$ cat src/rtl/ic_dest_sched_if.sv
// ic_dest_sched_if: request/grant bundle between the source partitions and
// one destination-partition stage-1 scheduler.
// The master modport drives requests and dequeues.
// The slave modport is the scheduler, which returns grants and status.
interface ic_dest_sched_if #(
    parameter int NSP   = 8,
    parameter int SEL_W = $clog2(NSP)
);
    logic                 enable;
    logic [NSP-1:0]       src_valid;
    logic [NSP-1:0]       src_valid_urgent;
    logic [NSP-1:0]       src_dest_match;
    logic                 dequeue;
    logic [NSP-1:0]       part_sel;
    logic [SEL_W-1:0]     sel_encoded;
    logic                 sel_valid;
    logic [3:0]           credit_count;
    logic                 error;
    logic [15:0]          stall_count;

    modport master (
        output enable, src_valid, src_valid_urgent, src_dest_match, dequeue,
        input  part_sel, sel_encoded, sel_valid, credit_count, error, stall_count
    );

    modport slave (
        input  enable, src_valid, src_valid_urgent, src_dest_match, dequeue,
        output part_sel, sel_encoded, sel_valid, credit_count, error, stall_count
    );
endinterface

$ cat src/rtl/ic_dest_sched.sv
// ic_dest_sched: stage-1 source-partition scheduler for one destination partition.
// Three priority classes are used: starved, then urgent, then normal.
// A single shared round-robin pointer resolves ties within whichever class wins.
// Grants are credit-gated so the destination buffer cannot overflow.
// Optional feature macro: IC_SCHED_STATS_EN enables the credit-stall cycle counter.
// Without that macro, stall_count is tied to zero.
module ic_dest_sched #(
    parameter int NSP     = 8,
    parameter int CREDITS = 2,
    parameter int AGE_MAX = 15
) (
    input  logic               clock,
    input  logic               reset,
    ic_dest_sched_if.slave     bus
);
    localparam int              SEL_W     = $clog2(NSP);
    localparam logic [3:0]      CRED_INIT = 4'(CREDITS);
    localparam logic [7:0]      AGE_SAT   = 8'(AGE_MAX);
    localparam logic [SEL_W-1:0] LAST_IDX = SEL_W'(NSP - 1);

    logic [NSP-1:0]   cand;
    logic [NSP-1:0]   starved;
    logic [NSP-1:0]   urgent;
    logic [NSP-1:0]   cls;
    logic [7:0]       age [NSP];
    logic [SEL_W-1:0] ptr;
    logic [SEL_W-1:0] scan_idx;
    logic [3:0]       credit;
    logic             err_q;
    logic             gnt_ok;
    logic             gnt_found;
    logic [SEL_W-1:0] gnt_idx;
    logic [NSP-1:0]   gnt_vec;
    logic [SEL_W-1:0] sel_idx_p1;
    logic             vld_p1;
    logic             credit_zero;
    logic             overflow;

    assign cand        = bus.src_valid & bus.src_dest_match;
    assign urgent      = cand & bus.src_valid_urgent;
    assign credit_zero = (credit == 4'd0);

    // Starved class: candidates whose wait counter has saturated.
    always_comb begin
        starved = '0;
        for (int i = 0; i < NSP; i++) begin
            starved[i] = cand[i] && (age[i] == AGE_SAT);
        end
    end

    // Pick the highest non-empty priority class.
    always_comb begin
        if (|starved)     cls = starved;
        else if (|urgent) cls = urgent;
        else              cls = cand;
    end

    // Round-robin search of the chosen class starting at ptr, wrapping at NSP.
    always_comb begin
        gnt_found = 1'b0;
        gnt_idx   = '0;
        scan_idx  = ptr;
        for (int i = 0; i < NSP; i++) begin
            if (!gnt_found && cls[scan_idx]) begin
                gnt_found = 1'b1;
                gnt_idx   = scan_idx;
            end
            scan_idx = (scan_idx == LAST_IDX) ? '0 : scan_idx + SEL_W'(1);
        end
    end

    // Grant qualification: reset kills any in-flight grant at once.
    // Credits come only from the register, so a same-cycle dequeue cannot unblock a grant.
    assign gnt_ok   = bus.enable && !reset && !credit_zero && (|cand) && gnt_found;
    assign gnt_vec  = gnt_ok ? (NSP'(1) << gnt_idx) : '0;
    assign overflow = bus.dequeue && !gnt_ok && (credit == CRED_INIT);

    assign bus.part_sel = gnt_vec;

    // Shared round-robin pointer advances past each granted source.
    always_ff @(posedge clock or posedge reset) begin
        if (reset) begin
            ptr <= '0;
        end else if (bus.enable && gnt_ok) begin
            ptr <= (gnt_idx == LAST_IDX) ? '0 : gnt_idx + SEL_W'(1);
        end
    end

    // Per-source wait counters; zero-credit cycles still count as waiting.
    always_ff @(posedge clock or posedge reset) begin
        if (reset) begin
            for (int i = 0; i < NSP; i++) age[i] <= '0;
        end else if (bus.enable) begin
            for (int i = 0; i < NSP; i++) begin
                if (!cand[i] || gnt_vec[i]) age[i] <= '0;
                else if (age[i] != AGE_SAT) age[i] <= age[i] + 8'd1;
            end
        end
    end

    // Credit tracking; a dequeue with a full credit pool is held and flagged.
    always_ff @(posedge clock or posedge reset) begin
        if (reset) begin
            credit <= CRED_INIT;
        end else if (bus.enable) begin
            if (gnt_ok && !bus.dequeue)      credit <= credit - 4'd1;
            else if (!gnt_ok && bus.dequeue && !overflow) credit <= credit + 4'd1;
        end
    end

    // Sticky overflow error, cleared only by reset.
    always_ff @(posedge clock or posedge reset) begin
        if (reset)                       err_q <= 1'b0;
        else if (bus.enable && overflow) err_q <= 1'b1;
    end

    // Stage 1 -> stage 2: encoded select and its valid for the destination mux.
    always_ff @(posedge clock or posedge reset) begin
        if (reset) begin
            sel_idx_p1 <= '0;
            vld_p1     <= 1'b0;
        end else if (bus.enable) begin
            if (gnt_ok) sel_idx_p1 <= gnt_idx;
            vld_p1 <= gnt_ok;
        end
    end

    assign bus.sel_encoded  = sel_idx_p1;
    assign bus.sel_valid    = vld_p1;
    assign bus.credit_count = credit;
    assign bus.error        = err_q;

`ifdef IC_SCHED_STATS_EN
    logic [15:0] stall_q;

    // Saturating count of enabled cycles where a candidate waits on zero credits.
    always_ff @(posedge clock or posedge reset) begin
        if (reset) begin
            stall_q <= '0;
        end else if (bus.enable && (|cand) && credit_zero && (stall_q != 16'hFFFF)) begin
            stall_q <= stall_q + 16'd1;
        end
    end

    assign bus.stall_count = stall_q;
`else
    assign bus.stall_count = 16'h0000;
`endif

endmodule

$ cat src/flat_wrapper.sv
// flat-port wrapper written by rule: the top's interface ports become plain ports
module ic_dest_sched_flat 
#(
    parameter int NSP     = 8,
    parameter int CREDITS = 2,
    parameter int AGE_MAX = 15
)
  (clock, reset, bus_enable, bus_src_valid, bus_src_valid_urgent, bus_src_dest_match, bus_dequeue, bus_part_sel, bus_sel_encoded, bus_sel_valid, bus_credit_count, bus_error, bus_stall_count);
  ic_dest_sched_if #(.NSP(NSP)) bus_i ();
  input  logic clock;
  input  logic reset;
  input wire logic [$bits(bus_i.enable)-1:0] bus_enable;
  input wire logic [$bits(bus_i.src_valid)-1:0] bus_src_valid;
  input wire logic [$bits(bus_i.src_valid_urgent)-1:0] bus_src_valid_urgent;
  input wire logic [$bits(bus_i.src_dest_match)-1:0] bus_src_dest_match;
  input wire logic [$bits(bus_i.dequeue)-1:0] bus_dequeue;
  output wire logic [$bits(bus_i.part_sel)-1:0] bus_part_sel;
  output wire logic [$bits(bus_i.sel_encoded)-1:0] bus_sel_encoded;
  output wire logic [$bits(bus_i.sel_valid)-1:0] bus_sel_valid;
  output wire logic [$bits(bus_i.credit_count)-1:0] bus_credit_count;
  output wire logic [$bits(bus_i.error)-1:0] bus_error;
  output wire logic [$bits(bus_i.stall_count)-1:0] bus_stall_count;
  assign bus_i.enable = bus_enable;
  assign bus_i.src_valid = bus_src_valid;
  assign bus_i.src_valid_urgent = bus_src_valid_urgent;
  assign bus_i.src_dest_match = bus_src_dest_match;
  assign bus_i.dequeue = bus_dequeue;
  assign bus_part_sel = bus_i.part_sel;
  assign bus_sel_encoded = bus_i.sel_encoded;
  assign bus_sel_valid = bus_i.sel_valid;
  assign bus_credit_count = bus_i.credit_count;
  assign bus_error = bus_i.error;
  assign bus_stall_count = bus_i.stall_count;
  ic_dest_sched #(.NSP(NSP), .CREDITS(CREDITS), .AGE_MAX(AGE_MAX)) u_core (.clock(clock), .reset(reset), .bus(bus_i));
endmodule
$ cat config.mk
export PLATFORM = sky130hd
export DESIGN_NAME = ic_dest_sched_flat
export DESIGN_NICKNAME = d
export VERILOG_FILES = /design/src/rtl/ic_dest_sched_if.sv /design/src/rtl/ic_dest_sched.sv /design/src/flat_wrapper.sv
export SDC_FILE = /design/constraint.sdc
export NUM_CORES = 1
export LEC_CHECK = 0
export BUFFER_PORTS_ARGS = -buffer_cell sky130_fd_sc_hd__buf_2
export CAP_MARGIN = 20
export CORE_ASPECT_RATIO = 0.6
export CORE_MARGIN = 2
export CORE_UTILIZATION = 45
export CTS_BUF_LIST = sky130_fd_sc_hd__clkbuf_16
export DETAILED_ROUTE_END_ITERATION = 6
export PLACE_DENSITY = 0.73
export REMOVE_ABC_BUFFERS = 1
export SETUP_SLACK_MARGIN = 0.4
export SYNTH_ARGS = -nofsm -noshare
export SYNTH_HDL_FRONTEND = slang
export SYNTH_SLANG_ARGS = --single-unit
$ cat constraint.sdc
create_clock -name clock -period 4.4 [get_ports clock]
set_input_delay 0.66 -clock clock [delete_from_list [all_inputs] [get_ports clock]]
set_output_delay 0.66 -clock clock [all_outputs]
set_load 0.02 [all_outputs]
# Yosys cells after proc, flatten, opt, wreduce, memory -nomap -nowiden
# Cells that the tools add are included.
[totals] word_cells=204 romBits=0 latch_bits=0 regBits=76 n_memories=0 ram_bits=0 in_bits=28
[op_classes] n_mux=61 n_lt_le_gt_ge=8 shifts=1 addsub=18 div_mod_pow=0 n_eq_ne=25 n_reduce_logical=76 n_bitwise=2 n_mul=0
[op_table] cell="8-bit two-way mux" count=19
[op_table] cell="8-bit by 1-bit adder with 8-bit output (second input constant)" count=8
[op_table] cell="8-bit by 4-bit == test with 1-bit output (second input constant)" count=8
[op_table] cell="8-bit by 4-bit inequality test with 1-bit output (second input constant)" count=8
[op_table] cell="3-bit two-way mux" count=16
[op_table] cell="3-bit by 4-bit < comparator with 1-bit output (second input constant)" count=8
[op_table] cell="1-bit logical AND" count=25
[op_table] cell="3-bit by 1-bit adder with 3-bit output (second input constant)" count=8
[op_table] cell="1-bit binary-select mux with 3-bit select" count=8
[op_table] cell="3-bit == test (second input constant)" count=8
[op_table] cell="8-bit OR reduction" count=3
[op_table] cell="1-bit zero test" count=20
[op_table] cell="2-bit AND reduction" count=10
[op_table] cell="2-bit nonzero test" count=9
[op_table] cell="8-bit AND" count=2
[op_table] cell="1-bit two-way mux" count=16
[op_table] cell="1-bit logical OR" count=8
[op_table] cell="4-bit two-way mux" count=2
[op_table] cell="1-bit by 3-bit << shifter with 8-bit output (first input constant)" count=1
[op_table] cell="4-bit by 1-bit adder with 4-bit output (second input constant)" count=1
[op_table] cell="4-bit by 2-bit == test with 1-bit output (second input constant)" count=1
[op_table] cell="4-bit zero test" count=1
[op_table] cell="4-bit by 1-bit subtractor with 4-bit output (second input constant)" count=1

# Longest topological paths before layout
# Gate-level depths: netlist of run 1.
[depth] word_depth=37 ltp_mapped=23 ltp_nobuf=22

# Worst setup path before layout of run 1
# No wires, ideal clock.
[synth_path] path_type="in2reg" startpoint="input bus_src_dest_match[6]" endpoint="register u_core.age[0] (netlist name)" required_ns=4.336 cell_stages=20 setup_time_ns=0.064 slack_ns=-0.650 arrival_ns=4.987 n_path_buf=0 cell_sequence="nor4bb_2 > nor4b_4 > nor4_1 > o2111ai_1 > nand2_1 > mux2_2 > mux4_2 > nor3_2 > nand4_1 > nand2_1 > nand2_1 > a21oi_1 > ha_1 > ha_1 > inv_1 > a311oi_1 > nand2b_1 > nand2_1 > nor3_1 > a21o_1"
[synth_via] elab_chain_cells=34 elab_cells_between_ends=62 cone_classes="shift: 1; mux: 36; bitwise: 2; reduce/logical: 23"
[synth_rtl] item="start: declaration" line_no="flat_wrapper.sv:15" source="input wire logic [$bits(bus_i.src_dest_match)-1:0] bus_src_dest_match;"
[synth_rtl] item="8-bit AND *" line_no="ic_dest_sched.sv:39" source="assign cand = bus.src_valid & bus.src_dest_match;"
[synth_rtl] item="8-bit AND" line_no="ic_dest_sched.sv:40" source="assign urgent = cand & bus.src_valid_urgent;"
[synth_rtl] item="8-bit OR reduction" line_no="ic_dest_sched.sv:54" source="else if (|urgent) cls = urgent;"
[synth_rtl] item="8-bit two-way mux" line_no="ic_dest_sched.sv:54"
[synth_rtl] item="8-bit two-way mux *" line_no="ic_dest_sched.sv:53" source="if (|starved) cls = starved;"
[synth_rtl] item="1-bit binary-select mux with 3-bit select" line_no="ic_dest_sched.sv:64" source="if (!gnt_found && cls[scan_idx]) begin"
[synth_rtl] item="1-bit two-way mux (not written as such)" line_no="ic_dest_sched.sv:64"
[synth_rtl] item="1-bit two-way mux" line_no="ic_dest_sched.sv:64"
[synth_rtl] item="(+20 left out)"
[synth_rtl] item="3-bit two-way mux *" line_no="ic_dest_sched.sv:64"
[synth_rtl] item="net u_core.gnt_idx[0]" line_no="ic_dest_sched.sv:32" source="logic [SEL_W-1:0] gnt_idx;"
[synth_rtl] item="1-bit by 3-bit << shifter with 8-bit output *" line_no="ic_dest_sched.sv:75" source="assign gnt_vec = gnt_ok ? (NSP'(1) << gnt_idx) : '0;"
[synth_rtl] item="8-bit two-way mux *" line_no="ic_dest_sched.sv:75"
[synth_rtl] item="net bus_part_sel[7]" line_no="flat_wrapper.sv:17" source="output wire logic [$bits(bus_i.part_sel)-1:0] bus_part_sel;"
[synth_rtl] item="1-bit logical OR *" line_no="ic_dest_sched.sv:95" source="if (!cand[i] || gnt_vec[i]) age[i] <= '0;"
[synth_rtl] item="2-bit nonzero test (no line)"
[synth_rtl] item="2-bit AND reduction (no line)"
[synth_rtl] item="end signal: indexed assignment" line_no="ic_dest_sched.sv:95"
[synth_rtl] item="end: declaration" line_no="ic_dest_sched.sv:25" source="logic [7:0] age [NSP];"
# The timed path passes the listed nets; every way through them passes the cells marked *. The select of a mux whose other input is x is not followed.
# A chain may end at the register's enable or synchronous reset.

# Worst setup path after layout of run 1
[layout_path] startpoint="input bus_src_valid[3]" endpoint="output bus_part_sel[3]"
[layout_via] elab_chain_cells=31 elab_cells_between_ends=58 cone_classes="shift: 1; mux: 35; bitwise: 2; reduce/logical: 20"
[layout_rtl] item="start: declaration" line_no="flat_wrapper.sv:13" source="input wire logic [$bits(bus_i.src_valid)-1:0] bus_src_valid;"
[layout_rtl] item="8-bit AND *" line_no="ic_dest_sched.sv:39"
[layout_rtl] item="8-bit AND" line_no="ic_dest_sched.sv:40"
[layout_rtl] item="8-bit OR reduction" line_no="ic_dest_sched.sv:54"
[layout_rtl] item="8-bit two-way mux" line_no="ic_dest_sched.sv:54"
[layout_rtl] item="8-bit two-way mux *" line_no="ic_dest_sched.sv:53"
[layout_rtl] item="1-bit binary-select mux with 3-bit select" line_no="ic_dest_sched.sv:64"
[layout_rtl] item="1-bit two-way mux (not written as such)" line_no="ic_dest_sched.sv:64"
[layout_rtl] item="1-bit two-way mux" line_no="ic_dest_sched.sv:64"
[layout_rtl] item="(+16 left out)"
[layout_rtl] item="1-bit logical AND" line_no="ic_dest_sched.sv:64"
[layout_rtl] item="1-bit two-way mux" line_no="ic_dest_sched.sv:64"
[layout_rtl] item="1-bit zero test" line_no="ic_dest_sched.sv:64"
[layout_rtl] item="1-bit logical AND" line_no="ic_dest_sched.sv:64"
[layout_rtl] item="3-bit two-way mux *" line_no="ic_dest_sched.sv:64"
[layout_rtl] item="net u_core.gnt_idx[1]" line_no="ic_dest_sched.sv:32"
[layout_rtl] item="1-bit by 3-bit << shifter with 8-bit output *" line_no="ic_dest_sched.sv:75"
[layout_rtl] item="8-bit two-way mux *" line_no="ic_dest_sched.sv:75"
[layout_rtl] item="end: declaration" line_no="flat_wrapper.sv:17"
# Marks and branches as above.

==> impl_metrics.py, run 1 <==
metrics = {
    "status": {
        "status": "finished, violations left",
        "failed_checks": "negative setup slack",
    },
    "synthesis": {
        "synth_top_area_share_pct": 31.6,
        "synthFlopType": "dfrtp_1",
        "syn_area_um2": 5940,
        "synth_area_leader_cell": "dfrtp_1",
        "synth_cell_type_count": 82,
        "syn_inst": 681,
        "synth_most_common_cell": "dfrtp_1",
        "ys_top_cells_by_area": "dfrtp_1 (32%), ha_1 (4.8%), nand2_1 (4.6%), nor2_1 (4.0%), nand3_1 (3.6%)",
        "synth-edff-count": 0,
        "async_flop_share_pct": 100,
        "yosysWarningCount": 0,
        "syn_area_per_cell_um2": 8.72,
        "yosys-top-cells-count": "dfrtp_1 (75), nand2_1 (73), nor2_1 (64)",
        "ys_seq_area_share_pct": 32.0,
        "ys_ff_latch": 76,
    },
    "floorplanning": {
        "rows": 32,
        "die_x_um": 152,
        "initial_utilization_pct": 46.2,
        "ios": 61,
        "die_y_um": 93.0,
        "core_area_um2": 12900,
        "die_area_um2": 14200,
    },
    "critical_path": {
        "r2r_setup_slack_ns": -0.55,
        "critPathSlowestCell": "mux4_2",
        "worst_setup_path_end_kind": "output port",
        "path_common_cell": "buf_4",
        "r2r-start": "u_core.age[29]",
        "max_stage_delay_ns": 0.60,
        "worstSetupStartpoint": "bus_src_valid[3]",
        "path_buf_inv": 6,
        "endpoint": "bus_part_sel[3]",
        "crit_fanout": 7,
        "path_delay_family": "compound AO/OA/AOI/OAI gates",
        "required_ns": 3.74,
        "cp.depth": 19,
        "start_kind": "primary input",
        "arrival_ns": 4.79,
        "ff2ff_path_depth": 25,
        "path_cells": "buf_2, and2_1, a32oi_1, and4_4, buf_4, o2111ai_2, buf_4, nand2_1, o21ai_0, mux4_2, nor2_4, buf_4, nand4_1, a31o_4, ha_4, buf_4, ha_4, and2_1, buf_6",
        "timing.rr.end": "u_core.age[24]",
        "crit_type": "primary input to output port",
    },
    "sta": {
        "layout_setup_ws_ns": -1.05,
        "skew_ns": 0.0116,
        "timing.hold.ws_ns": 0.322,
        "rsz0062_at_grt": "true",
        "fmax_mhz": 183,
        "relSlewSlack_pct": 38.2,
        "min_period_ns": 5.45,
        "post-route-period-util_pct": 124,
        "finalMaxSlewViolations": 0,
        "tightest_slew_ns": 0.914,
        "finalHoldViolCount": 0,
        "setup_viol": 78,
    },
    "placed_design": {
        "gp_congestion": 1.05,
        "port_buffers": 44,
        "place_hpwl_um": 16200,
    },
    "global_route": {
        "overflow": 0,
        "grt_pass1_vias": 7084,
        "grt_use_total_pct": 34.3,
        "grt_max_degree": 70,
        "antenna_found_initial": 0,
        "grt_pass1_wl_um": 38100,
    },
    "clock_network": {
        "cts_buffers": 9,
        "cts_tree": "done",
        "clkTransAtPathRegs_ns": 0.07,
        "cts_max_level": 3,
        "cts_sinks": 76,
        "root_buffer": "clkbuf_16",
        "cts_buffer_depth": 2,
        "clk_latency_ns": 0.35,
        "holdBufCountCts": 0,
    },
    "routing": {
        "routed_wl_um": 26700,
        "dr.first_iter.drc_count": 784,
        "first_pass_iters": 6,
        "antenna_left": 0,
        "drcViolationCount": 0,
        "routedWlPerCell_um": 22.5,
        "avgViaCountPerCell": 6.31,
        "route.vias.total": 7468,
    },
    "layout": {
        "antenna-diode-count": 0,
        "area_delta_synth_final_pct": 66.2,
        "nets": 1060,
        "layout-drive-gt1-share_pct": 52.7,
    },
    "min_path": {
        "hold_path.class": "primary input to asynchronous set/reset pin",
    },
    "job": {
        "drv_cap": 0,
    },
}
## stage by stage
| step | instances | utilization [%] | setup TNS (ns) | setup WS [ns] | cell area, um^2 |
|---|---|---|---|---|---|
| floorplan | 657 | - | -41.98 | -1.00 | 5780 |
| global placement | 1097 | 61.6 | -47.17 | -0.923 | 7920 |
| detailed placement | 1097 | 61.6 | -50.78 | -0.943 | 7920 |
| CTS | 1155 | 72.9 | -11.89 | -0.635 | 9380 |
| global route | 1184 | 76.8 | -43.44 | -1.03 | 9870 |
| finish | 1184 | 76.8 | -42.13 | -1.05 | 9870 |
## cells by family after synthesis
logic type	synth area share (%)
compound gates	23.6
xor+xnor	3.24
fa+ha+maj	4.85
buf+inv	5.10
flops	32.0
mux	5.20
other cells	0.0631
simple gates	25.9
## final cells by class
type	instances	area, um^2
well taps	170	213
multi-input cells	558	4720
fillers	763	2980
inverters	23	91.3
flip-flops and latches	76	1900
clock buffers	9	225
repair buffers	341	2650
clock inverters	7	67.6
## registers in the layout, summed over array words and instances, names as in the netlist
register and count:
u_core.bus.error 1, u_core.bus.credit_count 4, u_core.bus.sel_valid 1, u_core.bus.sel_encoded 3, u_core.age 64, u_core.ptr 3
## timing repair
item / in CTS / in global routing
buffers inserted: 42 / 28
setup endpoints to repair: 81 / 84
gates resized for setup: 192 / 57
pin swaps: 76 / 39
## per-layer routing
layer  share of wire [%]  up-vias  track usage [%]  wire [um]
li1                    -     3186                -          -
met1                  39     3569             45.1      10300
met2                  44      557             54.1      11700
met3                  12      156             10.2       3230
met4                 5.5        0             12.5       1460
met5                   0        -                0          0
## how the worst min path moves through the flow
stage | startpoint | endpoint | slack (ns) | depth (start not counted)
after floorplan | u_core.age[1] | u_core.age[1] | 0.49 | 2
after global placement | u_core.bus.error | u_core.bus.error | 0.46 | 1
after detailed placement | u_core.bus.sel_valid | u_core.bus.sel_valid | 0.46 | 1
after CTS | u_core.bus.sel_valid | u_core.bus.sel_valid | 0.48 | 1
after global routing | reset | u_core.age[43] | 0.36 | 2
final | reset | u_core.age[47] | 0.32 | 2
## layout by cell type, fill, tap and decap left out, types with 11 or more instances in the layout
master     n
buf_4    261
dfrtp_1   75
nand2_1   61
nor2_1    51
buf_6     41
nand3_1   36
buf_2     36
a21oi_1   28
inv_1     18
conb_1    16
o21ai_1   14
o21ai_0   13
and2_1    12
ha_1      11
Power of run 1 is not shown: default switching activity piles up to over one toggle a cycle in this logic, so the estimate is an artifact.
==> run 2, diff against run 1 <==
--- a/config.mk
+++ b/config.mk
@@ -5,6 +5,7 @@
 export SDC_FILE = /design/constraint.sdc
 export NUM_CORES = 1
 export LEC_CHECK = 0
+export ABC_AREA = 1
 export BUFFER_PORTS_ARGS = -buffer_cell sky130_fd_sc_hd__buf_2
 export CAP_MARGIN = 20
 export CORE_ASPECT_RATIO = 0.6
==> impl_metrics.py, run 2 <==
metrics = {
    "status": {
        "status": "finished, violations left",
        "failed_checks": "design-rule violations, negative setup slack",
    },
    "job": {
        "drv_cap": 0,
    },
    "floorplanning": {
        "die_y_um": 95.3,
        "die_area_um2": 14900,
        "die_x_um": 156,
        "ios": 61,
        "initial_utilization_pct": 45.9,
        "core_area_um2": 13600,
        "rows": 33,
    },
    "critical_path": {
        "critPathSlowestCell": "dfrtp_1",
        "path_common_cell": "nand2_2",
        "r2r-start": "u_core.age[9]",
        "path_delay_family": "simple AND/OR/NAND/NOR gates",
        "worst_setup_path_end_kind": "output port",
        "worstSetupStartpoint": "u_core.age[9]",
        "crit_type": "flip-flop to output port",
        "r2r_setup_slack_ns": -0.11,
        "arrival_ns": 3.91,
        "ff2ff_path_depth": 30,
        "path_buf_inv": 6,
        "max_stage_delay_ns": 0.37,
        "crit_fanout": 4,
        "start_kind": "flip-flop",
        "required_ns": 3.74,
        "timing.rr.end": "u_core.age[12]",
    },
    "sta": {
        "min_period_ns": 4.57,
        "post-route-period-util_pct": 104,
        "fmax_mhz": 219,
        "fin_setup_tns_ns": -1.35,
        "relSlewSlack_pct": 39.4,
        "skew_ns": 0.00540,
        "setup_viol": 16,
        "rsz0062_at_grt": "true",
        "finalMaxSlewViolations": 0,
        "tightest_slew_ns": 0.907,
        "finalHoldViolCount": 0,
        "layout_setup_ws_ns": -0.166,
    },
    "routing": {
        "avgViaCountPerCell": 5.46,
        "routedWlPerCell_um": 16.0,
        "route.vias.total": 6604,
        "antenna_left": 0,
        "drcViolationCount": 4,
        "first_pass_iters": 7,
        "routed_wl_um": 19300,
        "dr.first_iter.drc_count": 759,
    },
    "global_route": {
        "grt_use_total_pct": 24.5,
        "grt-busiest-layer": "met2",
        "antenna_found_initial": 0,
        "grt_pass1_wl_um": 28500,
        "grt.met3_usage_pct": 6.55,
        "met1_usage_pct": 35.7,
        "overflow": 0,
        "grt_max_degree": 59,
        "grt_pass1_vias": 5652,
        "use_met2_pct": 36.5,
    },
    "power": {
        "p_per_area_nw_per_um2": 774,
        "vdd_drop_max_uv": 662,
        "pwr-share-clk_pct": 10.7,
        "seqPwrFrac_pct": 12.4,
        "combPwrFrac_pct": 76.9,
        "power_switching_share_pct": 50.8,
        "internal_power_w": 0.00335,
        "p_switching_w": 0.00346,
        "p_leak_nw": 4.48,
    },
    "placed_design": {
        "dp_slack_ns": -0.0515,
        "dpl-instance-area_um2": 7040,
        "port_buffers": 44,
        "place_hpwl_um": 12300,
        "gp_congestion": 0.960,
    },
    "synthesis": {
        "ys_ff_latch": 76,
        "yosysWarningCount": 0,
        "synthFlopType": "dfrtp_1",
        "yosys-top-cells-count": "nand2_1 (253), nand3_1 (103), inv_1 (85)",
        "ys_top_cells_by_area": "dfrtp_1 (30%), nand2_1 (15%), nand3_1 (8.2%), nand4_1 (5.6%), inv_1 (5.1%)",
        "ys_seq_area_share_pct": 30.5,
        "syn_inst": 861,
        "synth_area_leader_cell": "dfrtp_1",
        "synth_cell_type_count": 46,
        "syn_area_per_cell_um2": 7.26,
        "async_flop_share_pct": 100,
        "synth_most_common_cell": "nand2_1",
        "synth_top_area_share_pct": 30.0,
        "synth-edff-count": 0,
        "syn_area_um2": 6250,
    },
    "clock_network": {
        "clkTransAtPathRegs_ns": 0.06,
        "cts_buffer_depth": 2,
        "clk_latency_ns": 0.34,
        "root_buffer": "clkbuf_16",
        "cts_sinks": 76,
        "cts_buffers": 9,
        "cts_max_level": 3,
        "holdBufCountCts": 0,
        "cts_tree": "done",
    },
    "min_path": {
        "hold_start": "u_core.bus.error",
        "holdPathEnd": "u_core.bus.error",
        "hold_path.class": "flip-flop to flip-flop",
        "hold-path-cell-count": 1,
    },
    "layout": {
        "design_area_um2": 8800,
        "largest_reg_flops": 64,
        "layout_commonest_cell": "nand2_1",
        "antenna-diode-count": 0,
        "layout_common_cells": "nand2_1 (206), buf_4 (107), inv_1 (75), dfrtp_1 (75), nand3_1 (60)",
        "nets": 1081,
        "area_delta_synth_final_pct": 40.8,
        "max_flop_register": "u_core.age",
        "layout-drive-gt1-share_pct": 39.7,
    },
}
-- run 2: changes by cell type after synthesis, sizes merged, moves of 15 or more --
| cell | previous run | this run |
|---|---|---|
| o21ai | 36 | 18 |
| inv | 22 | 99 |
| nand3 | 43 | 120 |
| and3 | 17 | 1 |
| nand4 | 7 | 64 |
| a21oi | 38 | 7 |
| nand2 | 75 | 273 |
| clkbuf | 17 | 2 |
| xor2 | 10 | 29 |
-- run 2: cells by family after synthesis --
group           after synthesis  synth area share [%]
other cells                   1                0.0600
compound gates               30                  3.50
buf+inv                     127                  9.09
simple gates                558                  45.8
flops                        76                  30.5
fa+ha+maj                    23                  4.61
xor+xnor                     46                  6.45
-- run 2: how the worst max path moves through the flow --
| stage | to | cells past startpoint |
|---|---|---|
| floorplan | bus_part_sel[7] | 20 |
| global placement | bus_part_sel[7] | 27 |
| detailed placement | bus_part_sel[6] | 29 |
| CTS | bus_part_sel[5] | 24 |
| global route | bus_part_sel[6] | 25 |
| finish | bus_part_sel[6] | 25 |
-- run 2: timing repair --
| action | in CTS | in global routing |
|---|---|---|
| endpoints found under the setup margin | 72 | 72 |
| setup buffers | 32 | 32 |
| gates resized for setup | 129 | 96 |
| pin swaps | 48 | 39 |
-- run 2: layer usage --
metal,part of all wire [%],routed length [um],up-vias
met2,43,8380,288
met1,46,8880,3108
met3,8.5,1640,67
met5,0,0,-
met4,2.2,431,0
li1,-,-,3141
-- run 2: cell type report --
| type | instances | area [um^2] |
|---|---|---|
| Timing Repair Buffer | 169 | 1310 |
| Clock buffer | 9 | 225 |
| Sequential cell | 76 | 1900 |
| Clock inverter | 7 | 61.3 |
| Tap cell | 175 | 219 |
| Fill cell | 1077 | 4830 |
| Inverter | 101 | 410 |
| Multi-Input combinational cell | 673 | 4660 |
-- run 2: power groups by stage --
stage | Clock, W | Sequential, W | Combinational, W
2_1_floorplan | 0 | 0.000903 | 0.00201
3_3_place_gp | 0 | 0.000853 | 0.00335
3_5_place_dp | 0 | 0.000855 | 0.00335
4_1_cts | 0.000741 | 0.000841 | 0.00435
5_1_grt | 0.000779 | 0.000854 | 0.00549
6_report | 0.000731 | 0.000846 | 0.00523
-- run 2: through the flow --
stage / std cells / total power (W) / hold WS (ns) / utilization, %
after detailed placement: 1129 / 0.00421 / 0.458 / 51.6
after floorplan: 850 / 0.00291 / 0.476 / -
final: 1210 / 0.00681 / 0.479 / 64.6
after global routing: 1210 / 0.00713 / 0.486 / 64.6
after global placement: 1129 / 0.00420 / 0.454 / 51.6
after CTS: 1177 / 0.00593 / 0.478 / 59.4
Note: power is estimated with default switching activity, not from simulation.
==> run 3, diff against run 2 <==
==> constraint.sdc (replaced) <==
create_clock -name clock -period 4.4 [get_ports clock]
set_input_delay 0.66 -clock clock [delete_from_list [all_inputs] [get_ports clock]]
set_output_delay 0.66 -clock clock [all_outputs]
set_load 0.005 [all_outputs]
==> impl_metrics.py, run 3 (synthesis gave the netlist of run 2 again) <==
metrics = {
    "status": {
        "status": "finished, violations left",
        "failed_checks": "negative setup slack",
    },
    "critical_path": {
        "crit_fanout": 8,
        "r2r-start": "u_core.age[9]",
        "required_ns": 3.74,
        "timing.rr.end": "u_core.age[9]",
        "ff2ff_path_depth": 29,
        "worst_setup_path_end_kind": "output port",
        "worstSetupStartpoint": "bus_src_valid[0]",
        "r2r_setup_slack_ns": 0.31,
        "start_kind": "primary input",
        "crit_type": "primary input to output port",
        "endpoint": "bus_part_sel[6]",
        "arrival_ns": 3.79,
    },
    "layout": {
        "nets": 1074,
        "area_delta_synth_final_pct": 38.5,
        "largest_reg_flops": 64,
        "max_flop_register": "u_core.age",
        "utilization_pct": 63.5,
        "layout_common_cells": "nand2_1 (215), buf_4 (104), inv_1 (78)",
        "instances_no_fill": 1203,
        "layout-drive-gt1-share_pct": 37.9,
        "antenna-diode-count": 0,
        "layout_commonest_cell": "nand2_1",
    },
    "sta": {
        "fmax_mhz": 225,
        "skew_ns": 0.0109,
        "setup_viol": 4,
        "min_period_ns": 4.45,
        "finalMaxSlewViolations": 0,
        "tightest_slew_ns": 0.878,
        "post-route-period-util_pct": 101,
        "fin_setup_tns_ns": -0.133,
        "layout_setup_ws_ns": -0.0530,
        "relSlewSlack_pct": 41.4,
        "rsz0062_at_grt": "true",
        "finalHoldViolCount": 0,
    },
    "floorplanning": {
        "ios": 61,
        "die_x_um": 156,
        "initial_utilization_pct": 45.9,
        "die_area_um2": 14900,
        "die_y_um": 95.3,
        "core_area_um2": 13600,
        "rows": 33,
    },
    "routing": {
        "first_pass_iters": 5,
        "routedWlPerCell_um": 16.2,
        "routed_wl_um": 19500,
        "avgViaCountPerCell": 5.40,
        "antenna_left": 0,
        "dr.first_iter.drc_count": 604,
        "drcViolationCount": 0,
        "route.vias.total": 6500,
    },
    "global_route": {
        "grt_max_degree": 59,
        "overflow": 0,
        "grt_pass1_wl_um": 28400,
        "grt_use_total_pct": 24.5,
        "grt_pass1_vias": 5647,
        "antenna_found_initial": 0,
    },
    "placed_design": {
        "dp_cells": 1115,
        "dp_slack_ns": -0.168,
        "port_buffers": 44,
        "place_hpwl_um": 12300,
        "gp_congestion": 1.07,
    },
    "job": {
        "drv_cap": 0,
    },
    "clock_network": {
        "clkTransAtPathRegs_ns": 0.06,
        "cts_sinks": 76,
        "clk_latency_ns": 0.34,
        "holdBufCountCts": 0,
        "root_buffer": "clkbuf_16",
        "cts_buffers": 9,
        "cts_tree": "done",
        "cts_max_level": 3,
        "cts_buffer_depth": 2,
    },
    "min_path": {
        "hold-path-cell-count": 1,
        "hold_path.class": "flip-flop to flip-flop",
    },
    "power": {
        "p_leak_nw": 4.43,
        "power_w": 0.00641,
        "vdd_drop_max_uv": 807,
        "p_per_area_nw_per_um2": 741,
    },
}
==> run 3: cell count changes in the layout (fill, tap and decap cells not counted), moves of 4 or more <==
cell and delta:
nand2_2 -12, nand2_1 +9, ha_1 +4, buf_6 -12, nand3_4 +4, nand2_4 +4
buf_2 +8
==> run 3: worst min path at each step <==
stage / from / end
6_report: u_core.bus.error / u_core.bus.error
5_1_grt: u_core.bus.error / u_core.bus.error
4_1_cts: u_core.bus.error / u_core.bus.error
3_5_place_dp: u_core.bus.error / u_core.bus.error
3_3_place_gp: u_core.bus.error / u_core.bus.error
2_1_floorplan: u_core.bus.error / u_core.bus.error
==> run 3: per-layer routing <==
| metal | wire [um] | GRT usage [%] | part of all wire, % | vias to the layer above |
|---|---|---|---|---|
| li1 | - | - | - | 3137 |
| met1 | 8680 | 36.5 | 45 | 3010 |
| met2 | 8540 | 36.0 | 44 | 298 |
| met3 | 1790 | 5.77 | 9.2 | 55 |
| met4 | 433 | 4.89 | 2.2 | 0 |
| met5 | 0 | 0 | 0 | - |
==> run 3: what timing repair did <==
item,in CTS,in global routing
endpoints found under the setup margin,72,72
pin swaps,40,48
setup buffers,33,38
resized for setup,90,103
==> run 3: power breakdown <==
part           internal, W  total [W]  switching, W
Sequential        0.000777   0.000855     0.0000781
Combinational      0.00193    0.00483       0.00290
Clock             0.000432   0.000727      0.000295
Total              0.00314    0.00641       0.00328
==> run 3: final cells by class <==
cell class | count | area, um^2
Inverter | 101 | 407
Multi-Input combinational cell | 673 | 4640
Timing Repair Buffer | 162 | 1200
Tap cell | 175 | 219
Fill cell | 1115 | 4970
Clock buffer | 9 | 225
Sequential cell | 76 | 1900
Clock inverter | 7 | 61.3
==> run 3: critical path, stage by stage <==
cell and delay [ns]:
buf_2 0.11, nand2_4 0.08, inv_2 0.07, nand2_1 0.11
nand2_1 0.10, nor2_4 0.11, buf_12 0.14, nand3_1 0.08
nand2_1 0.12, nand3_4 0.11, nand3_2 0.08, nand2_1 0.11
nand2_2 0.12, nand3_4 0.11, nand3_1 0.14, nor2_1 0.09
a21oi_1 0.18, o211ai_1 0.20, nor3b_4 0.28, nand2_4 0.11
buf_4 0.16, ha_4 0.16, nand3_4 0.09, inv_2 0.05
nand2_2 0.07, inv_1 0.04, buf_2 0.11
==> run 3: stage by stage <==
step	instance area [um^2]	hold WS, ns
detailed placement	6930	0.454
global placement	6930	0.457
floorplan	6120	0.460
finish	8650	0.464
global route	8650	0.477
CTS	7890	0.471
